## src/rtl/branch_predictor_if.sv

```systemverilog
// ---------------------------------------------------------------------------
// branch_predictor_if
// Groups the fetch-side lookup and execute-side update signals of the BTB.
//   master : fetch/execute pipeline side (drives PCF and resolved-branch info)
//   slave  : branch_predictor (drives the prediction back)
// Signals:
//   PCF        fetch PC being looked up
//   updateE    resolved branch/JAL/JALR present in execute
//   PCE        PC of the resolved instruction
//   takenE     resolved direction
//   targetE    resolved target
//   isJumpE    resolved instruction is unconditional
//   flushAll   invalidate the whole table
//   predPCF    predicted next fetch PC
//   predTakenF prediction is taken
// ---------------------------------------------------------------------------
interface branch_predictor_if #(
   parameter int XLEN = 64
);
   logic [XLEN-1:0] PCF;
   logic            updateE;
   logic [XLEN-1:0] PCE;
   logic            takenE;
   logic [XLEN-1:0] targetE;
   logic            isJumpE;
   logic            flushAll;
   logic [XLEN-1:0] predPCF;
   logic            predTakenF;

   modport master (
      output PCF, updateE, PCE, takenE, targetE, isJumpE, flushAll,
      input  predPCF, predTakenF
   );

   modport slave (
      input  PCF, updateE, PCE, takenE, targetE, isJumpE, flushAll,
      output predPCF, predTakenF
   );
endinterface

```

## src/rtl/branch_predictor.sv

```systemverilog
// ---------------------------------------------------------------------------
// branch_predictor
// Direct-mapped branch target buffer with a 2-bit saturating direction
// counter and an unconditional-jump flag per entry.
// Ports:
//   clk    rising-edge clock
//   reset  synchronous active-high reset
//   bp     branch_predictor_if.slave (lookup on PCF, update from execute)
// Lookup is purely combinational; writes become visible the cycle after the
// update edge, so a same-cycle lookup of the written index sees old contents.
// ---------------------------------------------------------------------------
module branch_predictor #(
   parameter int ENTRIES = 16,
   parameter int XLEN    = 64
) (
   input  logic                 clk,
   input  logic                 reset,
   branch_predictor_if.slave    bp
);
   localparam int IDXW = $clog2(ENTRIES);
   localparam int TAGW = XLEN - IDXW - 2;

   logic [ENTRIES-1:0] valid_q;
   logic [ENTRIES-1:0] jmp_q;
   logic [TAGW-1:0]    tag_q [ENTRIES];
   logic [XLEN-1:0]    tgt_q [ENTRIES];
   logic [1:0]         ctr_q [ENTRIES];

   // ---------------- lookup ----------------
   logic [IDXW-1:0] f_idx;
   logic [TAGW-1:0] f_tag;
   logic            f_hit;

   assign f_idx = bp.PCF[IDXW+1:2];
   assign f_tag = bp.PCF[XLEN-1:IDXW+2];
   assign f_hit = valid_q[f_idx] && (tag_q[f_idx] == f_tag);

   assign bp.predTakenF = f_hit && (ctr_q[f_idx][1] || jmp_q[f_idx]);
   // Sequential PC wraps naturally at the XLEN boundary.
   assign bp.predPCF    = bp.predTakenF ? tgt_q[f_idx] : (bp.PCF + XLEN'(4));

   // ---------------- update ----------------
   logic [IDXW-1:0] e_idx;
   logic [TAGW-1:0] e_tag;
   logic            e_hit;
   logic [1:0]      e_ctr;

   assign e_idx = bp.PCE[IDXW+1:2];
   assign e_tag = bp.PCE[XLEN-1:IDXW+2];
   assign e_hit = valid_q[e_idx] && (tag_q[e_idx] == e_tag);
   assign e_ctr = ctr_q[e_idx];

   always_ff @(posedge clk) begin
      if (reset) begin
         valid_q <= '0;
         jmp_q   <= '0;
         for (int i = 0; i < ENTRIES; i++) ctr_q[i] <= 2'b01;
      end else if (bp.flushAll) begin
         // Concurrent update is dropped; only valid bits matter afterwards.
         valid_q <= '0;
      end else if (bp.updateE) begin
         if (e_hit) begin
            jmp_q[e_idx] <= bp.isJumpE;
            if (bp.takenE) begin
               tgt_q[e_idx] <= bp.targetE;
               if (e_ctr != 2'b11) ctr_q[e_idx] <= e_ctr + 2'b01;
            end else if (e_ctr != 2'b00) begin
               ctr_q[e_idx] <= e_ctr - 2'b01;
            end
         end else if (bp.takenE) begin
            // Allocate (or evict an aliasing entry) only on a taken miss.
            valid_q[e_idx] <= 1'b1;
            tag_q[e_idx]   <= e_tag;
            tgt_q[e_idx]   <= bp.targetE;
            ctr_q[e_idx]   <= 2'b10;
            jmp_q[e_idx]   <= bp.isJumpE;
         end
      end
   end
endmodule

```

## src/flat_wrapper.sv

```systemverilog
// flat-port wrapper written by rule: the top's interface ports become plain ports
module branch_predictor_flat 
#(
   parameter int ENTRIES = 16,
   parameter int XLEN    = 64
)
  (clk, reset, bp_PCF, bp_updateE, bp_PCE, bp_takenE, bp_targetE, bp_isJumpE, bp_flushAll, bp_predPCF, bp_predTakenF);
  branch_predictor_if #(.XLEN(XLEN)) bp_i ();
  input  logic clk;
  input  logic reset;
  input wire logic [$bits(bp_i.PCF)-1:0] bp_PCF;
  input wire logic [$bits(bp_i.updateE)-1:0] bp_updateE;
  input wire logic [$bits(bp_i.PCE)-1:0] bp_PCE;
  input wire logic [$bits(bp_i.takenE)-1:0] bp_takenE;
  input wire logic [$bits(bp_i.targetE)-1:0] bp_targetE;
  input wire logic [$bits(bp_i.isJumpE)-1:0] bp_isJumpE;
  input wire logic [$bits(bp_i.flushAll)-1:0] bp_flushAll;
  output wire logic [$bits(bp_i.predPCF)-1:0] bp_predPCF;
  output wire logic [$bits(bp_i.predTakenF)-1:0] bp_predTakenF;
  assign bp_i.PCF = bp_PCF;
  assign bp_i.updateE = bp_updateE;
  assign bp_i.PCE = bp_PCE;
  assign bp_i.takenE = bp_takenE;
  assign bp_i.targetE = bp_targetE;
  assign bp_i.isJumpE = bp_isJumpE;
  assign bp_i.flushAll = bp_flushAll;
  assign bp_predPCF = bp_i.predPCF;
  assign bp_predTakenF = bp_i.predTakenF;
  branch_predictor #(.ENTRIES(ENTRIES), .XLEN(XLEN)) u_core (.clk(clk), .reset(reset), .bp(bp_i));
endmodule
```

## config.mk

```make
export PLATFORM = sky130hd
export DESIGN_NAME = branch_predictor_flat
export DESIGN_NICKNAME = d
export VERILOG_FILES = /design/src/rtl/branch_predictor_if.sv /design/src/rtl/branch_predictor.sv /design/src/flat_wrapper.sv
export SDC_FILE = /design/constraint.sdc
export NUM_CORES = 2
export LEC_CHECK = 0
export ABC_AREA = 1
export CAP_MARGIN = 5
export CELL_PAD_IN_SITES_DETAIL_PLACEMENT = 1
export CELL_PAD_IN_SITES_GLOBAL_PLACEMENT = 2
export CORE_UTILIZATION = 41
export CTS_BUF_LIST = sky130_fd_sc_hd__clkbuf_16
export DETAILED_ROUTE_END_ITERATION = 16
export PLACE_DENSITY_LB_ADDON = 0.1
export SYNTH_ARGS = -nofsm -noshare
export SYNTH_HDL_FRONTEND = slang
export SYNTH_SLANG_ARGS = --single-unit
```

## constraint.sdc

```tcl
create_clock -name clk -period 10.4 [get_ports clk]
set_input_delay 2.08 -clock clk [delete_from_list [all_inputs] [get_ports clk]]
set_output_delay 2.08 -clock clk [all_outputs]
set_load 0.02 [all_outputs]
```

# Word level (Yosys, flattened, before mapping)
# Memory sizes are Yosys's and may differ from the RTL's.
# Cells that the tools add are included.
totals:
  out_inout_bits: 65
  inputBits: 198
  ram_bits: 1984
  n_memories: 3
  regBits: 32
op_classes:
  reduce_logical: 11
  n_eq_ne: 3
  bitwise: 6
  muxes: 45
  n_lt_le_gt_ge: 3
  add_sub_neg: 3
mem_list:
  columns: ["name", "words", "word_bits", "rd", "rd_clocked_by_memory_dff", "wr", "line", "text"]
  rows:
  - ["u_core.tgt_q", 16, 64, 1, 0, 1, "branch_predictor.sv:26", "logic [XLEN-1:0] tgt_q [ENTRIES];"]
  - ["u_core.tag_q", 16, 58, 2, 0, 1, "branch_predictor.sv:25", "logic [TAGW-1:0] tag_q [ENTRIES];"]
  - ["u_core.ctr_q", 16, 2, 2, 0, 16, "branch_predictor.sv:27", "logic [1:0] ctr_q [ENTRIES];"]
op_table:
  columns: ["op", "n"]
  rows:
  - ["64-bit 2-to-1 mux", 2]
  - ["58-bit == test", 2]
  - ["64-bit by 3-bit adder with 64-bit output, second input constant", 1]
  - ["1-bit 2-to-1 mux", 32]
  - ["16-bit 2-to-1 mux", 2]
  - ["16-bit bitwise mux", 1]
  - ["16-bit bitwise OR", 1]
  - ["1-bit binary-select mux with 4-bit select", 3]
  - ["4-bit by 5-bit < comparator with 1-bit output, second input constant", 2]
  - ["2-bit 2-to-1 mux", 3]
  - ["3-bit AND reduction", 2]
  - ["1-bit demux with 4-bit select", 1]
  - ["4-bit by 1-bit >= comparator with 1-bit output, second input constant", 1]
  - ["1-bit logical AND", 4]
  - ["4-bit 2-to-1 mux", 1]
  - ["2-bit nonzero test", 2]
  - ["2-bit OR reduction", 2]
  - ["1-bit bitwise OR", 3]
  - ["2-bit by 1-bit adder with 2-bit output, second input constant", 1]
  - ["2-bit != test, second input constant", 1]
  - ["1-bit NOT", 2]
  - ["2-bit by 1-bit subtractor with 2-bit output, second input constant", 1]
  - ["1-bit logical OR", 1]

# Depth between registers and ports, before layout
# An unclocked memory read counts as a cell.
logic_depth:
  ltp_word: 13
  depth_mapped: 25

# Worst setup path after synthesis
# OpenSTA, ideal clock, no wires.
synth_path:
  path_kind: "input to register"
  from: "input port bp_PCE[2]"
  to: "memory u_core.tag_q[6][0] (netlist bit) (enable)"
  slack_ns: 0.994
  path_stages: 9
  t_arrival_ns: 8.993
  t_required_ns: 9.988
  path_cell_list: "buf_4 > buf_6 > nor2_1 > buf_2 > buf_2 > inv_1 > nor3_1 > nand2_1 > inv_1"
synth_between:
  elab_chain_cells: 8
  word_cells_on_any_way: 10
synth_rtl:
  columns: ["element", "line", "text"]
  rows:
  - ["start: declaration", "flat_wrapper.sv:13", "input wire logic [$bits(bp_i.PCE)-1:0] bp_PCE;"]
  - ["memory 16 x 58 bit or 1-bit binary-select mux with 4-bit select (tied branches)", null, null]
  - ["58-bit == test or 1-bit 2-to-1 mux (tied branches)", "branch_predictor.sv:50", "assign e_hit = valid_q[e_idx] && (tag_q[e_idx] == e_tag);"]
  - ["1-bit logical AND", "branch_predictor.sv:50", null]
  - ["1-bit 2-to-1 mux", "branch_predictor.sv:62", "if (e_hit) begin"]
  - ["1-bit 2-to-1 mux", "branch_predictor.sv:61", "end else if (bp.updateE) begin"]
  - ["1-bit 2-to-1 mux", "branch_predictor.sv:58", "end else if (bp.flushAll) begin"]
  - ["1-bit 2-to-1 mux", "branch_predictor.sv:54", "if (reset) begin"]
  - ["1-bit 2-to-1 mux (not written as such)", "branch_predictor.sv:73", "tag_q[e_idx] <= e_tag;"]
  - ["end: declaration", "branch_predictor.sv:25", null]
# Parallel ways exist; a longest one is shown, timed or not. The select of a mux whose other input is x is not followed.

# Final worst setup path
layout_path:
  from: "input port bp_PCF[5]"
  to: "output port bp_predPCF[58]"
layout_between:
  elab_chain_cells: 5
  word_cells_on_any_way: 13
layout_rtl:
  columns: ["element", "line", "text"]
  rows:
  - ["start: declaration", "flat_wrapper.sv:11", "input wire logic [$bits(bp_i.PCF)-1:0] bp_PCF;"]
  - ["branches (longest 4 deep; another with 64-bit by 3-bit adder with 64-bit output)", null, null]
  - ["64-bit 2-to-1 mux (*)", "branch_predictor.sv:40", "assign bp.predPCF = bp.predTakenF ? tgt_q[f_idx] : (bp.PCF + XLEN'(4));"]
  - ["end: declaration", "flat_wrapper.sv:18", "output wire logic [$bits(bp_i.predPCF)-1:0] bp_predPCF;"]
# Every way passes the cells marked *. The select of a mux whose other input is x is not followed.

==> flow_metrics.env <==
export IMPL_status="finished, final reports clean"
export IMPL_layout_common_cells="nand2_1 (2545), edfxtp_1 (1984), o21ai_0 (1218)"
export IMPL_crit_chain="clkdlybuf4s50_1, inv_6, nor2_4, buf_12, nand2_1, nand3_1, xnor2_1, nand2_1, nor3_1, nand2_1, nor2_1, nand2_1, buf_4, o21ai_0, clkdlybuf4s50_1"
export IMPL_final_hold_violation_count=0
export IMPL_worst_pin_slew_ns=1.32
export IMPL_critical_path_max_stage_delay_ns=0.86
export IMPL_syn_to_final_growth_pct=13.4
export IMPL_fmaxAchievable_mhz=104
export IMPL_viasPerCell=5.82
export IMPL_overflow=0
export IMPL_core_area_sq_um=226000
export IMPL_final_common_cell="nand2_1"
export IMPL_synth_seq_cells=2016
export IMPL_wire_per_inst_um=28.7
export IMPL_worstPathMaxFanout=28
export IMPL_rows=174
export IMPL_max_slew_margin_pct=11.9
export IMPL_synth_edff_count=1984
export IMPL_setup_viol=0
export IMPL_dp_cells=12279
export IMPL_antenna_found_initial=67
export IMPL_max_cap_violations=0
export IMPL_htreeDepth=4
export IMPL_multi_input_area_sq_um=28800
export IMPL_fin_nets=9708
export IMPL_place_hpwl_mm=217
export IMPL_required_ns=8.32
export IMPL_start_util_pct=41.4
export IMPL_ir_drop_uv=170
export IMPL_period_share_pct=92.1
export IMPL_synthFlopType="edfxtp_1"
export IMPL_fin_area_sq_um=106000
export IMPL_cts_inserted_buffers=220
export IMPL_critPathKind="primary input to output port"
export IMPL_place_area_sq_um=99400
export IMPL_rsz0062_at_grt="false"
export IMPL_grt_pass1_vias=74638
export IMPL_slew_violations=0
export IMPL_yosysWarningCount=0
export IMPL_drt_iter0_drc=6981
export IMPL_yosysSeqAreaShare_pct=64.4
export IMPL_hold_class="register to register"
export IMPL_cts_buffer_depth=3
export IMPL_syn_nets=9631
export IMPL_final_cell_count_no_fill=12699
export IMPL_post_route_cells_drive_above_1_share_pct=5.74
export IMPL_post_cts_resized=0
export IMPL_arrival_ns=7.50
export IMPL_cts_root_buffer="clkbuf_16"
export IMPL_cts_tree="built"
export IMPL_drt_first_pass_iters=5
export IMPL_worst_path_buf_inv=5
export IMPL_dieHeight_um=480
export IMPL_leakagePower_nw=39.3
export IMPL_port_buffer_count=260
export IMPL_syn_area_sq_um=93500
export IMPL_synth_distinct_cells=48
export IMPL_post_cts_buffers=0
export IMPL_dieWidth_um=480
export IMPL_cts_clk_slew_worst_paths_ns=0.07
export IMPL_end_kind="output port"
export IMPL_clock_sinks=2016
export IMPL_clock_skew_final_ns=0.0881
export IMPL_synth_area_per_cell_sq_um=9.92
export IMPL_async_flop_share_pct=0
export IMPL_critical_path_startpoint_type="primary input"
export IMPL_place_congestion=0.900
export IMPL_p_per_area_nw_per_um2=169
export IMPL_postSynthCellCount=9432
export IMPL_regArea_sq_um=60200
export IMPL_cp_slowest_cell="clkdlybuf4s50_1"
export IMPL_tns_ns=0
export IMPL_grt_use_total_pct=31.2
export IMPL_synth_area_top_cells="edfxtp_1 (64%), nand2_1 (10%), o21ai_0 (6.5%)"
export IMPL_fin_crit_ns=9.58
export IMPL_clk_latency_ns=0.94
export IMPL_grt_first_pass_wirelength_mm=520
export IMPL_cp_top_family="buffers and inverters"
export IMPL_synth_largest_area_cell="edfxtp_1"
export IMPL_fillers=24849
export IMPL_pin_count=263
export IMPL_drcViolationCount=0
export IMPL_holdBufCountCts=0
export IMPL_routed_wl_mm=364
export IMPL_yosys_area_top_type_share_pct=63.7
export IMPL_grt_max_degree=187
export IMPL_final_antenna_net_count=0
export IMPL_critPathMostFrequentCell="nand2_1"
export IMPL_die_area_sq_um=230000
export IMPL_vias=73942
## synth_stat cells (2+ instances only)
library cell,n
nor2_4,5
buf_2,158
a31oi_1,20
a22oi_1,18
a32o_1,22
o21ai_1,165
nand4_1,61
nor2_1,1032
o21ai_0,1218
nand2_1,2546
nor4_1,11
nand3b_1,3
xnor2_1,5
o211a_1,18
clkbuf_1,368
inv_2,7
a21oi_1,326
buf_1,39
a221oi_1,38
dfxtp_1,32
nand3_2,2
inv_1,538
nor3_1,38
or2_2,3
nor2_2,2
xor2_1,70
clkinv_1,10
and3_1,2
nand3_1,244
o211ai_1,79
nand2_2,4
buf_4,26
o221ai_1,71
edfxtp_1,1984
o22ai_1,194
a21o_1,2
o21bai_1,45
buf_6,16
## final cells by class
type / instances / share of cell area (%)
diodes: 25 / 0.0590
clock buffers: 220 / 5.19
clock inverters: 175 / 1.05
inverters: 555 / 2.02
multi-input cells: 6254 / 27.1
flip-flops and latches: 2016 / 56.8
well taps: 2992 / 3.53
repair buffers: 462 / 4.27
## worst register-to-register path: stages, from the launching register on
cell      delay [ns]
edfxtp_1        0.39
nand2_1         0.08
o21ai_0         0.09
nand2_1         0.09
nand2_1         0.07
nand2_1         0.05
nand2_1         0.09
nor2_1          0.09
nand2_1         0.05
nand2_1         0.15
nor2_1          0.10
nand2_1         0.37
nor2_1          0.11
nand2_1         0.23
nor2_1          0.14
nand2_2         0.22
nand2_2         0.28
buf_4           0.29
nor2_4          0.96
buf_4           0.62
## routing by layer
layer	vias to the layer above	global-route usage (%)	routed length, um
met2	2451	50.1	169000
met5	-	0	229
met3	610	5.08	23900
met4	34	11.3	13100
li1	32877	-	-
met1	37970	42.7	158000
## flip-flops by register name (all words and copies together) (netlist names)
register,flops
u_core.ctr_q,32
u_core.tag_q,928
u_core.tgt_q,1024
u_core.valid_q,16
u_core.jmp_q,16
## path summary, 6_finish.rpt
check,from,to,slack [ns],cells after the start
setup / recovery,bp_PCF[5],bp_predPCF[58],0.82,15
hold reg to reg,u_core.valid_q[3],u_core.valid_q[3],0.50,2
hold / removal,u_core.valid_q[3],u_core.valid_q[3],0.50,2
setup reg to reg,u_core.tag_q[9][53],u_core.tag_q[0][44],5.53,19
## cell families after synthesis
kind of cell,count (synthesis),share of synthesized area [%]
xor gates and xnor gates,75,0.702
adders and majority gates,1,0.0134
AOI/OAI and AO/OA,2217,13.2
buffers and inverters,1162,5.11
and+or+nand+nor,3961,16.6
DFF,2016,64.4
## metrics by stage
stage	util (%)	power, mW	worst slack (ns)	hold WS [ns]
floorplan	-	10.0	0.994	0.455
global placement	44.0	10.8	1.09	0.471
detailed placement	44.0	10.8	1.02	0.485
CTS	47.0	18.0	1.02	0.495
global route	47.0	18.4	0.833	0.518
finish	47.0	17.9	0.820	0.501
## power breakdown
part / switching [mW] / leakage (nW) / internal (mW)
combinational: 1.25 / 17.7 / 0.445
clock: 3.34 / 3.49 / 3.88
sequential: 0.0108 / 18.1 / 8.96
total: 4.60 / 39.3 / 13.3
No activity file was read; power rests on OpenSTA's default activity.
